`src/rtl/dff_pr_ureg.sv`:
```
// General-purpose WIDTH-bit state/shift/count register with synchronous clear/preset,
// clock enable, eight operating modes, registered carry/shift-out and a zero flag.
module dff_pr_ureg #(
  parameter int unsigned           WIDTH      = 8,
  parameter logic [WIDTH-1:0]      PRESET_VAL = {WIDTH{1'b1}}
) (
  input  logic             clk,
  input  logic             rst,
  input  logic             pr,
  input  logic             en,
  input  logic [2:0]       mode,
  input  logic [WIDTH-1:0] d,
  input  logic             sin,
  output logic [WIDTH-1:0] q,
  output logic [WIDTH-1:0] qb,
  output logic             co,
  output logic             zero
);

  typedef enum logic [2:0] {
    M_HOLD = 3'b000,
    M_LOAD = 3'b001,
    M_SHL  = 3'b010,
    M_SHR  = 3'b011,
    M_ROL  = 3'b100,
    M_ROR  = 3'b101,
    M_INC  = 3'b110,
    M_DEC  = 3'b111
  } mode_e;

  logic [WIDTH-1:0] r_q;
  logic             r_co;
  logic [WIDTH-1:0] w_q_next;
  logic             w_co_next;
  mode_e            w_mode;

  assign w_mode = mode_e'(mode);

  // Every mode encoding is decoded explicitly so unused inputs never leak X into state.
  always_comb begin
    w_q_next  = r_q;
    w_co_next = r_co;
    case (w_mode)
      M_HOLD: begin
        w_q_next  = r_q;
        w_co_next = r_co;
      end
      M_LOAD: begin
        w_q_next  = d;
        w_co_next = 1'b0;
      end
      M_SHL: begin
        w_q_next  = {r_q[WIDTH-2:0], sin};
        w_co_next = r_q[WIDTH-1];
      end
      M_SHR: begin
        w_q_next  = {sin, r_q[WIDTH-1:1]};
        w_co_next = r_q[0];
      end
      M_ROL: begin
        w_q_next  = {r_q[WIDTH-2:0], r_q[WIDTH-1]};
        w_co_next = r_q[WIDTH-1];
      end
      M_ROR: begin
        w_q_next  = {r_q[0], r_q[WIDTH-1:1]};
        w_co_next = r_q[0];
      end
      M_INC: begin
        w_q_next  = r_q + 1'b1;
        w_co_next = (r_q == '1);
      end
      M_DEC: begin
        w_q_next  = r_q - 1'b1;
        w_co_next = (r_q == '0);
      end
      default: begin
        w_q_next  = r_q;
        w_co_next = r_co;
      end
    endcase
  end

  always_ff @(posedge clk) begin
    if (rst) begin
      r_q  <= '0;
      r_co <= 1'b0;
    end else if (pr) begin
      r_q  <= PRESET_VAL;
      r_co <= 1'b0;
    end else if (en) begin
      r_q  <= w_q_next;
      r_co <= w_co_next;
    end
  end

  assign q    = r_q;
  assign qb   = ~r_q;
  assign co   = r_co;
  assign zero = (r_q == '0);

endmodule

```
`config.mk`:
```
export PLATFORM = sky130hd
export DESIGN_NAME = dff_pr_ureg
export DESIGN_NICKNAME = d
export VERILOG_FILES = /design/src/rtl/dff_pr_ureg.sv
export SDC_FILE = /design/constraint.sdc
export NUM_CORES = 1
export LEC_CHECK = 0
export ABC_AREA = 1
export CAP_MARGIN = 25
export CORE_ASPECT_RATIO = 1.4
export CORE_MARGIN = 2
export CORE_UTILIZATION = 30
export DETAILED_ROUTE_END_ITERATION = 6
export PLACE_DENSITY = 0.6
export SLEW_MARGIN = 20
export SYNTH_ARGS = -nofsm -noshare
export SYNTH_HDL_FRONTEND = slang
export SYNTH_SLANG_ARGS = --single-unit
```
`constraint.sdc`:
```
create_clock -name clk -period 1.4 [get_ports clk]
set_input_delay 0.14 -clock clk [delete_from_list [all_inputs] [get_ports clk]]
set_output_delay 0.14 -clock clk [all_outputs]
set_load 0.1 [all_outputs]
```
==> summary.txt, run 1 <==
CTS
  • CTS Buf Count: 3
  • Reg clk slew, reported paths: roughly 50 ps
  • Root buf cell: clkbuf_8
  • Clk_lat worst skew: between 200 and 250 ps
  • Max H-tree Level: 1
  • Clk sink count: 9
  • CTS tree: yes
  • Max clock buf depth: 2

Power and ir drop
  • Cell internal pwr: a little over 0.9 mW
  • Sw Ratio: 0.465
  • Seq pwr share: 0.198
  • Pwr Density: about 800 nW/µm²
  • Clk pwr share: 0.177
  • Net Sw Power: 0.796 mW
  • Comb power frac: 0.624
  • Pleak: about 1 nW
  • Max rail drop VDD: about 670 µV

Routing
  • DR WL met3: about 140 µm
  • Drt via density: roughly 5
  • Met1 WL: around 1.7 mm
  • Top sig layer: met4
  • Detailed-route via count: approximately 1500
  • Drt initial violations: 79
  • DR DRC count: 0
  • Detailed-router iteration count before antenna repair: 4
  • Post-DRT Antenna Nets: 0
  • Routed WL: just over 4 mm
  • Met2 wire length: approximately 2.2 mm
  • DR WL/cell: 14.0 µm

Placement
  • Port Buffers: 33
  • # placed instances: roughly 280
  • Detailed Place HPWL: 3.11 mm
  • Gpl congestion: 0.895

Worst hold path
  • WHS Path Cells: 4
  • Hold EP: co$_SDFFE_PP0P_
  • Hold WC Path Type: primary input to flip-flop
  • Worst Hold Launch: mode[0]

Setup path
  • CP top delay family: simple AND/OR/NAND/NOR gates
  • CP Data Arrival Time: ~1700 ps
  • WS Path Type: flip-flop to flip-flop
  • R2R Path Start: q[1]$_SDFFE_PP0P_
  • Reg-to-Reg End: q[6]$_SDFFE_PP0P_
  • Req. time, crit path: around 1500 ps
  • Worst path slowest cell: dfxtp_4
  • CP Launch Type: flip-flop
  • Setup crit end kind: flip-flop
  • Crit-path max cell delay: between 300 and 400 ps
  • Most frequent CP cell: nand2_1
  • R2R depth: 16
  • FF-to-FF setup slack: -190 ps
  • CP max FO: 3
  • Worst-path cell chain: clkinvlp_4 -> nand2_2 -> nand2_1 -> inv_2 -> ha_4 -> inv_2 -> nand2_2 -> nand3_4 -> nor2_1 -> nand2_1 -> nand2_1 -> nand2_1 -> nand3_1 -> nand3_1 -> nand2_1 -> inv_1
  • Worst path bufs/invs: 4

Timing
  • Max frequency: 630 MHz
  • RSZ-0062 raised after global routing: true
  • Final setup margin: -187 ps
  • Least-Margin Pin Slew: about 280 ps
  • Setup violators final: 8
  • Relative slew slack: 0.812
  • Endpoints failing hold: 0
  • Final min period: approximately 1600 ps
  • Setup Skew: 3.27 ps
  • Period utilization: 1.13
  • Max-slew violation count: 0

Finish
  • Layout cells sized above 1: 0.480
  • # diodes: 0
  • Total Nets Final: 274
  • Fill cell count: approximately 250
  • Final core occ: 0.685
  • Area Growth Syn to Fin: 119%
  • Non-filler instance count after layout: ~300

Synthesis
  • Synth area leaders: nand2_1, dfxtp_1, inv_1
  • Mapped Nets: between 150 and 200
  • Synth warnings: 0
  • Mapped Area: around 970 µm²
  • Yosys top cell by area: nand2_1
  • FFs w/ async S/R, synth: 0
  • Post-synthesis sequential area ratio: 0.186
  • Synthesized instance count: roughly 170
  • Synth top area share: 0.202
  • Post-synth top flop: dfxtp_1
  • Post-synth EDFFs: 0
  • Synth Register Bits: 9
  • Synth Area per Inst: between 5 and 6 µm²
  • Synth unique cells: 26

Run status
  • Status: complete, but fails checks
  • Failing checks: setup timing

Global routing
  • Vias in the first global route: between 1000 and 1500
  • Initial antenna violation count: 0
  • Largest net degree at the start of global routing: 10
  • First-pass GRT wire length: around 6.5 mm
  • Gr usage total: 0.231
  • Gr ovfl total: 0

Job
  • Max_cap viols: 0

Floorplanning
  • Horiz. Die Dim: just over 50 µm
  • Die area: 3700 µm²
  • Die span in y: just over 70 µm
  • Core box area: 3090 µm²
  • Cell Rows: 24
  • Starting Density: 0.313
  • I/O pin count: 34
-- stage by stage --
step	total power [mW]	setup WS (ps)	hold slack, ps	area (µm²)	setup TNS (ps)
2_1_floorplan	0.886	-1020	275	1060	-7040
3_3_place_gp	1.31	-554	497	1880	-4270
3_5_place_dp	1.32	-648	512	1880	-4780
4_1_cts	1.67	-203	479	2030	-834
5_1_grt	1.78	-336	524	2120	-1820
6_report	1.71	-187	474	2120	-1030
-- state kept, by name, indices dropped and copies added (netlist names) --
register / cells
q: 8
co: 1
-- cell usage in the layout (no fill, tap or decap), drive strengths merged --
cell           count
o211ai             2
clkdlybuf4s15      2
clkbuf             5
or2                1
inv               26
o22ai              2
xor2               1
a221oi             2
o31ai              1
clkdlybuf4s50     12
o21ai              7
o21bai             1
a22oi              3
clkinvlp           8
nand4              4
dfxtp              9
nand2             54
ha                 1
nand3             24
nor2               7
nor3               2
a21oi             17
buf               65
-- worst max-delay path by stage --
| stage | cells after the start | endpoint | slack [ps] | start |
|---|---|---|---|---|
| CTS | 16 | q[6]$_SDFFE_PP0P_ | -200 | q[1]$_SDFFE_PP0P_ |
| finish | 16 | q[6]$_SDFFE_PP0P_ | -190 | q[1]$_SDFFE_PP0P_ |
| detailed placement | 17 | q[6]$_SDFFE_PP0P_ | -650 | mode[0] |
| global route | 16 | q[6]$_SDFFE_PP0P_ | -340 | q[1]$_SDFFE_PP0P_ |
| global placement | 11 | q[3]$_SDFFE_PP0P_ | -550 | mode[0] |
| floorplan | 7 | co$_SDFFE_PP0P_ | -1020 | q[5]$_SDFFE_PP0P_ |
-- power groups by stage --
stage	registers, mW	logic, mW	clock network [mW]
floorplan	0.488	0.397	0
global route	0.341	1.12	0.323
detailed placement	0.342	0.974	0
finish	0.339	1.07	0.303
global placement	0.344	0.964	0
CTS	0.337	1.02	0.308
-- Yosys cell counts, drive strengths merged (2+ instances only) --
cell type / count
nand2: 54
nor3: 2
o22ai: 2
o211ai: 2
a221oi: 2
dfxtp: 9
a22oi: 3
buf: 2
a21oi: 17
nand4: 4
nand3: 24
inv: 33
o21ai: 7
nor2: 7
-- worst min-delay path: stages --
cell             delay, ps
clkdlybuf4s15_2        250
o21ai_1                140
nand2_1                 70
a21oi_1                 60
-- per-layer routing --
| layer | track usage | up-vias |
|---|---|---|
| met5 | 0 | - |
| li1 | - | 736 |
| met4 | 0.0819 | 0 |
| met1 | 0.274 | 721 |
| met3 | 0.0253 | 9 |
| met2 | 0.416 | 37 |
-- timing repair --
action | in CTS | in global routing
endpoints found under the setup margin | 10 | 10
pin swaps | 11 | 14
gates cloned | 0 | 0
hold buffers | 0 | 0
resized for setup | 24 | 19
buffers inserted | 7 | 3
-- cell families (layout without fill, tap and decap cells) --
logic type      after synthesis  after routing  share of synthesized area
flops                         9              9                      0.186
buf+inv                      36            118                      0.145
fa+ha+maj                     1              1                     0.0129
simple gates                 92             92                      0.433
xor+xnor                      1              1                    0.00906
compound gates               35             35                      0.213
-- area by class of cell --
class | count | area, µm² | share of cell area
repair buffers | 80 | 876 | 0.413
multi-input cells | 129 | 781 | 0.369
flip-flops and latches | 9 | 210 | 0.0992
inverters | 34 | 158 | 0.0744
well taps | 39 | 48.8 | 0.0230
clock buffers | 4 | 45.0 | 0.0213
(Power assumes the default switching activity.)
==> inputs of run 2 (changes only) <==
Settings changed: CTS_CLUSTER_SIZE set to 20.
==> results of run 2 <==
Final layout, timing and power as in run 1 (identical DEF).
